`config.mk`:
```
export PLATFORM = sky130hd
export DESIGN_NAME = cpu_exec_unit
export DESIGN_NICKNAME = d
export VERILOG_FILES = /design/src/rtl/cpu301_pkg.sv /design/src/rtl/cpu_alu.sv /design/src/rtl/cpu_exec_unit.sv
export SDC_FILE = /design/constraint.sdc
export NUM_CORES = 1
export LEC_CHECK = 0
export ABC_AREA = 1
export BUFFER_PORTS_ARGS = -buffer_cell sky130_fd_sc_hd__buf_2
export CAP_MARGIN = 20
export CELL_PAD_IN_SITES_DETAIL_PLACEMENT = 1
export CELL_PAD_IN_SITES_GLOBAL_PLACEMENT = 2
export CORE_ASPECT_RATIO = 1.5
export CORE_UTILIZATION = 35
export CTS_CLUSTER_DIAMETER = 50
export DETAILED_ROUTE_END_ITERATION = 10
export GPL_TIMING_DRIVEN = 1
export HOLD_SLACK_MARGIN = 0.15
export MAX_ROUTING_LAYER = met4
export PLACE_DENSITY = 0.9
export SETUP_SLACK_MARGIN = 0.4
export SYNTH_ARGS = -nofsm -noshare
export SYNTH_HDL_FRONTEND = slang
export SYNTH_SLANG_ARGS = --single-unit
```
`constraint.sdc`:
```
create_clock -name clk -period 5.5 [get_ports clk]
set_input_delay 0.825 -clock clk [delete_from_list [all_inputs] [get_ports clk]]
set_output_delay 0.825 -clock clk [all_outputs]
set_load 0.01 [all_outputs]
```
`src/rtl/cpu301_pkg.sv`:
```
// Shared constants for the 301 RISC datapath and its sequencer: word width,
// register file geometry and ALU opcode encodings.
package cpu301_pkg;

    localparam int DW       = 16;
    localparam int RF_AW    = 3;
    localparam int RF_DEPTH = 8;

    localparam logic [3:0] ALU_PASS_S = 4'b0000;
    localparam logic [3:0] ALU_PASS_R = 4'b0001;
    localparam logic [3:0] ALU_INC    = 4'b0010;
    localparam logic [3:0] ALU_DEC    = 4'b0011;
    localparam logic [3:0] ALU_ADD    = 4'b0100;
    localparam logic [3:0] ALU_SUB    = 4'b0101;
    localparam logic [3:0] ALU_SHR    = 4'b0110;
    localparam logic [3:0] ALU_SHL    = 4'b0111;
    localparam logic [3:0] ALU_AND    = 4'b1000;
    localparam logic [3:0] ALU_OR     = 4'b1001;
    localparam logic [3:0] ALU_XOR    = 4'b1010;
    localparam logic [3:0] ALU_NOT    = 4'b1011;

endpackage

```
`src/rtl/cpu_alu.sv`:
```
// Combinational ALU for the 301 datapath. Works on a 17-bit internal value so
// that the carry, borrow and shift-out bit all land in the top bit.
module cpu_alu
    import cpu301_pkg::*;
(
    input  logic [DW-1:0] r,
    input  logic [DW-1:0] s,
    input  logic [3:0]    alu_op,
    output logic [DW-1:0] result,
    output logic          n,
    output logic          z,
    output logic          c
);

    logic [DW:0] wide;

    always_comb begin
        wide = '0;
        case (alu_op)
            ALU_PASS_S: wide = {1'b0, s};
            ALU_PASS_R: wide = {1'b0, r};
            ALU_INC:    wide = {1'b0, s} + (DW+1)'(1);
            // Borrow out of the 17-bit subtract sets the top bit.
            ALU_DEC:    wide = {1'b0, s} - (DW+1)'(1);
            ALU_ADD:    wide = {1'b0, r} + {1'b0, s};
            ALU_SUB:    wide = {1'b0, r} - {1'b0, s};
            ALU_SHR:    wide = {s[0], 1'b0, s[DW-1:1]};
            ALU_SHL:    wide = {s, 1'b0};
            ALU_AND:    wide = {1'b0, r & s};
            ALU_OR:     wide = {1'b0, r | s};
            ALU_XOR:    wide = {1'b0, r ^ s};
            ALU_NOT:    wide = {1'b0, ~s};
            default:    wide = '0;
        endcase
    end

    assign result = wide[DW-1:0];
    assign c      = wide[DW];
    assign n      = result[DW-1];
    assign z      = (result == '0);

endmodule

```
`src/rtl/cpu_exec_unit.sv`:
```
// 301 RISC execution datapath: PC, IR, 8x16 register file, ALU and muxes.
// Define CPU_EXEC_UNIT_DEBUG_PORT_EN for a third register read port (dbg_adr/dbg_data).
module cpu_exec_unit
    import cpu301_pkg::*;
(
    input  logic              clk,
    input  logic              reset,
    input  logic [RF_AW-1:0]  W_Adr,
    input  logic [RF_AW-1:0]  R_Adr,
    input  logic [RF_AW-1:0]  S_Adr,
    input  logic              adr_sel,
    input  logic              s_sel,
    input  logic              pc_ld,
    input  logic              pc_inc,
    input  logic              pc_sel,
    input  logic              ir_ld,
    input  logic              rw_en,
    input  logic [3:0]        alu_op,
    input  logic [DW-1:0]     D_in,
`ifdef CPU_EXEC_UNIT_DEBUG_PORT_EN
    input  logic [RF_AW-1:0]  dbg_adr,
    output logic [DW-1:0]     dbg_data,
`endif
    output logic [DW-1:0]     Address,
    output logic [DW-1:0]     D_out,
    output logic [DW-1:0]     IR,
    output logic              N,
    output logic              Z,
    output logic              C
);

    logic [DW-1:0] regs [RF_DEPTH];
    logic [DW-1:0] pc;
    logic [DW-1:0] ir_q;
    logic [DW-1:0] pc_next;
    logic [DW-1:0] reg_r;
    logic [DW-1:0] reg_s;
    logic [DW-1:0] alu_out;
    logic [DW-1:0] wr_data;
    logic [DW-1:0] branch_ofs;

    assign reg_r = regs[R_Adr];
    assign reg_s = regs[S_Adr];

    cpu_alu u_alu (
        .r      (reg_r),
        .s      (reg_s),
        .alu_op (alu_op),
        .result (alu_out),
        .n      (N),
        .z      (Z),
        .c      (C)
    );

    assign wr_data = s_sel ? D_in : alu_out;

    // Write lands on the edge; reads in the same cycle still see the old value.
    always_ff @(posedge clk or posedge reset) begin
        if (reset) begin
            for (int i = 0; i < RF_DEPTH; i++) begin
                regs[i] <= '0;
            end
        end else if (rw_en) begin
            regs[W_Adr] <= wr_data;
        end
    end

    // PC already points past the branch, so the offset is relative to PC+1 of the branch.
    assign branch_ofs = {{(DW-8){ir_q[7]}}, ir_q[7:0]};

    always_comb begin
        pc_next = pc;
        if (pc_ld) begin
            pc_next = pc_sel ? reg_s : (pc + branch_ofs);
        end else if (pc_inc) begin
            pc_next = pc + DW'(1);
        end
    end

    always_ff @(posedge clk or posedge reset) begin
        if (reset) begin
            pc   <= '0;
            ir_q <= '0;
        end else begin
            pc <= pc_next;
            if (ir_ld) begin
                ir_q <= D_in;
            end
        end
    end

    assign Address = adr_sel ? reg_r : pc;
    assign D_out   = reg_s;
    assign IR      = ir_q;

`ifdef CPU_EXEC_UNIT_DEBUG_PORT_EN
    assign dbg_data = regs[dbg_adr];
`endif

endmodule

```
==> metrics.yaml <==
yosys_warnings: 0
fin_ws_ns: 0.528
post-route-period-util_pct: 90.4
grt.overflow.total: 0
diodes: 0
clock_path_buffers: 2
cpLargestDelayFamily: "simple AND/OR/NAND/NOR gates"
synthToLayoutAreaGrowth_pct: 18.5
crit_top_cell: "nand3_1"
muxShareOfSynthArea_pct: 1.25
synth_seq_cells: 160
drt_iter0_drc: 842
use_met1_pct: 33.5
crit_type: "in -> out"
antenna_found_initial: 0
fin_crit_ns: 4.97
multi_input_area_um2: 8790
ctsHoldBuffers: 0
synth_top_family_by_area: "simple AND/OR/NAND/NOR gates"
grt_most_used_layer: "met2"
synth_edf_count: 0
fmax_mhz: 201
preCtsSetupSlack_ns: 0.109
synth_top_area_share_pct: 29.1
worstPathArrival_ns: 4.15
hold_viol: 0
cp_max_fo: 15
wl_per_cell_um: 23.3
fin_nets: 2266
drive_above_1_share_pct: 18.5
crit_path_end_kind: "primary output"
synth-compound-area-share_pct: 20.3
crit_slowest_cell: "fa_2"
whs_ns: 0.488
synth_fa_ha_area_share_pct: 7.72
power.share.clock_pct: 23.4
worst_pin_slew_ns: 1.15
root_buffer: "clkbuf_16"
synth_nets: 2148
grt_max_degree: 161
start_util_pct: 35.7
coreArea_um2: 38500
ys.flop_type: "dfrtp_1"
synthesis.instances: 2027
hpwl_mm: 46.5
synth_largest_area_cell: "dfrtp_1"
start_kind: "primary input"
power.share.sequential_pct: 31.0
die_w_um: 164
dr.pass1.iters: 6
grt_pass1_wl_mm: 92.2
crit_buf_inv: 5
antenna_left: 0
dp_cells: 2588
rows: 88
remaining_drc_errors: 0
internal-power_mw: 2.94
clock_latency_ns: 0.46
die_area_um2: 40100
cts_tree: "built"
yosysUniqueCellTypes: 57
p_leak_nw: 7.93
power_mw: 5.29
seq_area_um2: 4000
synthArstFlopShare_pct: 100
max_cap_viol_count: 0
io_pins: 89
clock-sinks: 160
finalSetupViolations: 0
hold_path.class: "reg -> reg"
wl_mm: 61.7
slew_viol_final: 0
syn_area_um2: 13700
synth.avg_cell_area_um2: 6.78
via_per_inst: 5.73
p_sw_mw: 2.35
max_stage_delay_ns: 0.47
use_met3_pct: 3.85
critPathRequiredTime_ns: 4.68
grt_util_met2_pct: 54.8
htree_levels: 4
rsz0062_at_grt: "true"
crit_chain: "buf_2, buf_4, nand3_1, nand2_2, buf_4, inv_1, fa_2, nand3_1, nand3_1, nand2_1, nand3b_1, nand3_1, nand2_1, nor2_4, nand3_2, nor2_2, nand2_2, nor2_4, nand3_1, nor2_1, buf_2"
yosysSeqAreaShare_pct: 29.1
via_count: 15200
switching_share_pct: 44.4
grt_usage_pct: 31.9
synth_xor_area_share_pct: 2.04
io_buffers: 88
cts.clk_slew.worst_paths_ns: 0.07
comb_power_share_pct: 45.6
numCtsBuffers: 17
die_h_um: 245
gp_congestion: 1.01
ir_drop_uv: 171
fin_skew_ns: 0.0144
fin_cells: 2653
first_global_vias: 15600
status: "finished clean"
synthTopCellsByArea: "dfrtp_1 29%, nand2_1 13%, nand3_1 8.1%, o21ai_0 7.6%, ha_1 7.3%"
slew_headroom_pct: 22.4
finalSetupTns_ns: 0
fill_cells: 4973
yosys.area_share.simple_pct: 30.1
power.density_nw_per_um2: 325
-- cell usage in the layout (no fill, tap or decap), drive strengths merged, types with 23 or more instances in the layout --
cell type | synthesis | layout
buf | 54 | 194
o211ai | 75 | 75
nand2 | 508 | 508
inv | 209 | 216
o21ai | 244 | 244
ha | 80 | 80
dfrtp | 160 | 160
nor2 | 155 | 155
a21oi | 114 | 114
xor2 | 23 | 23
nand3 | 231 | 231
-- final timing paths --
path                           start        end  slack [ns]  cells past startpoint
setup / recovery            S_Adr[2]          Z        0.53                     21
max in group asynchronous      reset   regs[92]        4.15                      3
min in group asynchronous      reset      IR[8]        0.62                      3
hold reg to reg            regs[100]  regs[100]        0.49                      2
setup reg to reg            regs[33]   regs[19]        1.55                     20
hold / removal             regs[100]  regs[100]        0.49                      2
-- what timing repair did --
item | in CTS | in global routing
buffers inserted | 13 | 16
cloned | 1 | 3
resized for setup | 35 | 82
hold endpoints to repair | 0 | 0
setup endpoints to repair | 2 | 3
pin swaps | 19 | 49
-- cell families (layout without fill, tap and decap cells) --
logic type	Yosys count	in the layout
flip-flops	160	160
AO/OA/AOI/OAI	482	482
multiplexers	15	15
AND/OR/NAND/NOR	947	947
buffers and inverters	308	439
adder cells (fa/ha/maj)	83	83
XOR/XNOR	32	32
-- tightest hold or removal path, delay by kind of cell, from the launching register on --
family           cells  cell delay, ns
AO/OA/AOI/OAI        1            0.05
AND/OR/NAND/NOR      1            0.05
flip-flops           1            0.35
-- Yosys cell counts, types with 10 or more instances --
cell	count
clkbuf_1	44
dfrtp_1	160
o211ai_1	64
inv_1	193
buf_2	31
o21ai_1	32
xor2_1	23
nand2_2	15
o21ai_0	208
nor2_1	149
inv_2	14
nand3_1	223
a21oi_1	114
a31oi_1	10
o211ai_2	11
nand2_1	490
mux2_2	14
ha_1	80
or2_2	12
-- area by class of cell --
type / instances / share of cell area [%]
Multi-Input combinational cell: 1559 / 54.0
Sequential cell: 160 / 24.6
Timing Repair Buffer: 197 / 9.08
Inverter: 210 / 4.95
Tap cell: 495 / 3.80
Clock buffer: 17 / 2.61
Clock inverter: 15 / 1.02
-- sequential cells by signal, indices dropped and copies added, names as in the netlist --
name  cells
regs    128
IR       16
pc       16
-- through the flow --
stage                     cell area, um^2  utilization [%]
final                               16300             42.3
after global routing                16300             42.3
after CTS                           15800             41.0
after detailed placement            15000             38.8
after global placement              15000             38.8
after floorplan                     13700                -
-- metal layers --
layer,vias up,wire length [um]
met5,-,0
met4,0,4800
met3,212,2210
met2,440,31500
met1,7512,23300
li1,7026,-
-- power groups by stage --
| stage | logic, mW | clock network [mW] | registers, mW |
|---|---|---|---|
| finish | 2.41 | 1.23 | 1.64 |
| global route | 2.66 | 1.29 | 1.67 |
| CTS | 2.25 | 1.25 | 1.63 |
| detailed placement | 2.16 | 0 | 1.65 |
| global placement | 2.11 | 0 | 1.64 |
| floorplan | 1.42 | 0 | 1.59 |
Note: power is estimated with default switching activity, not from simulation.
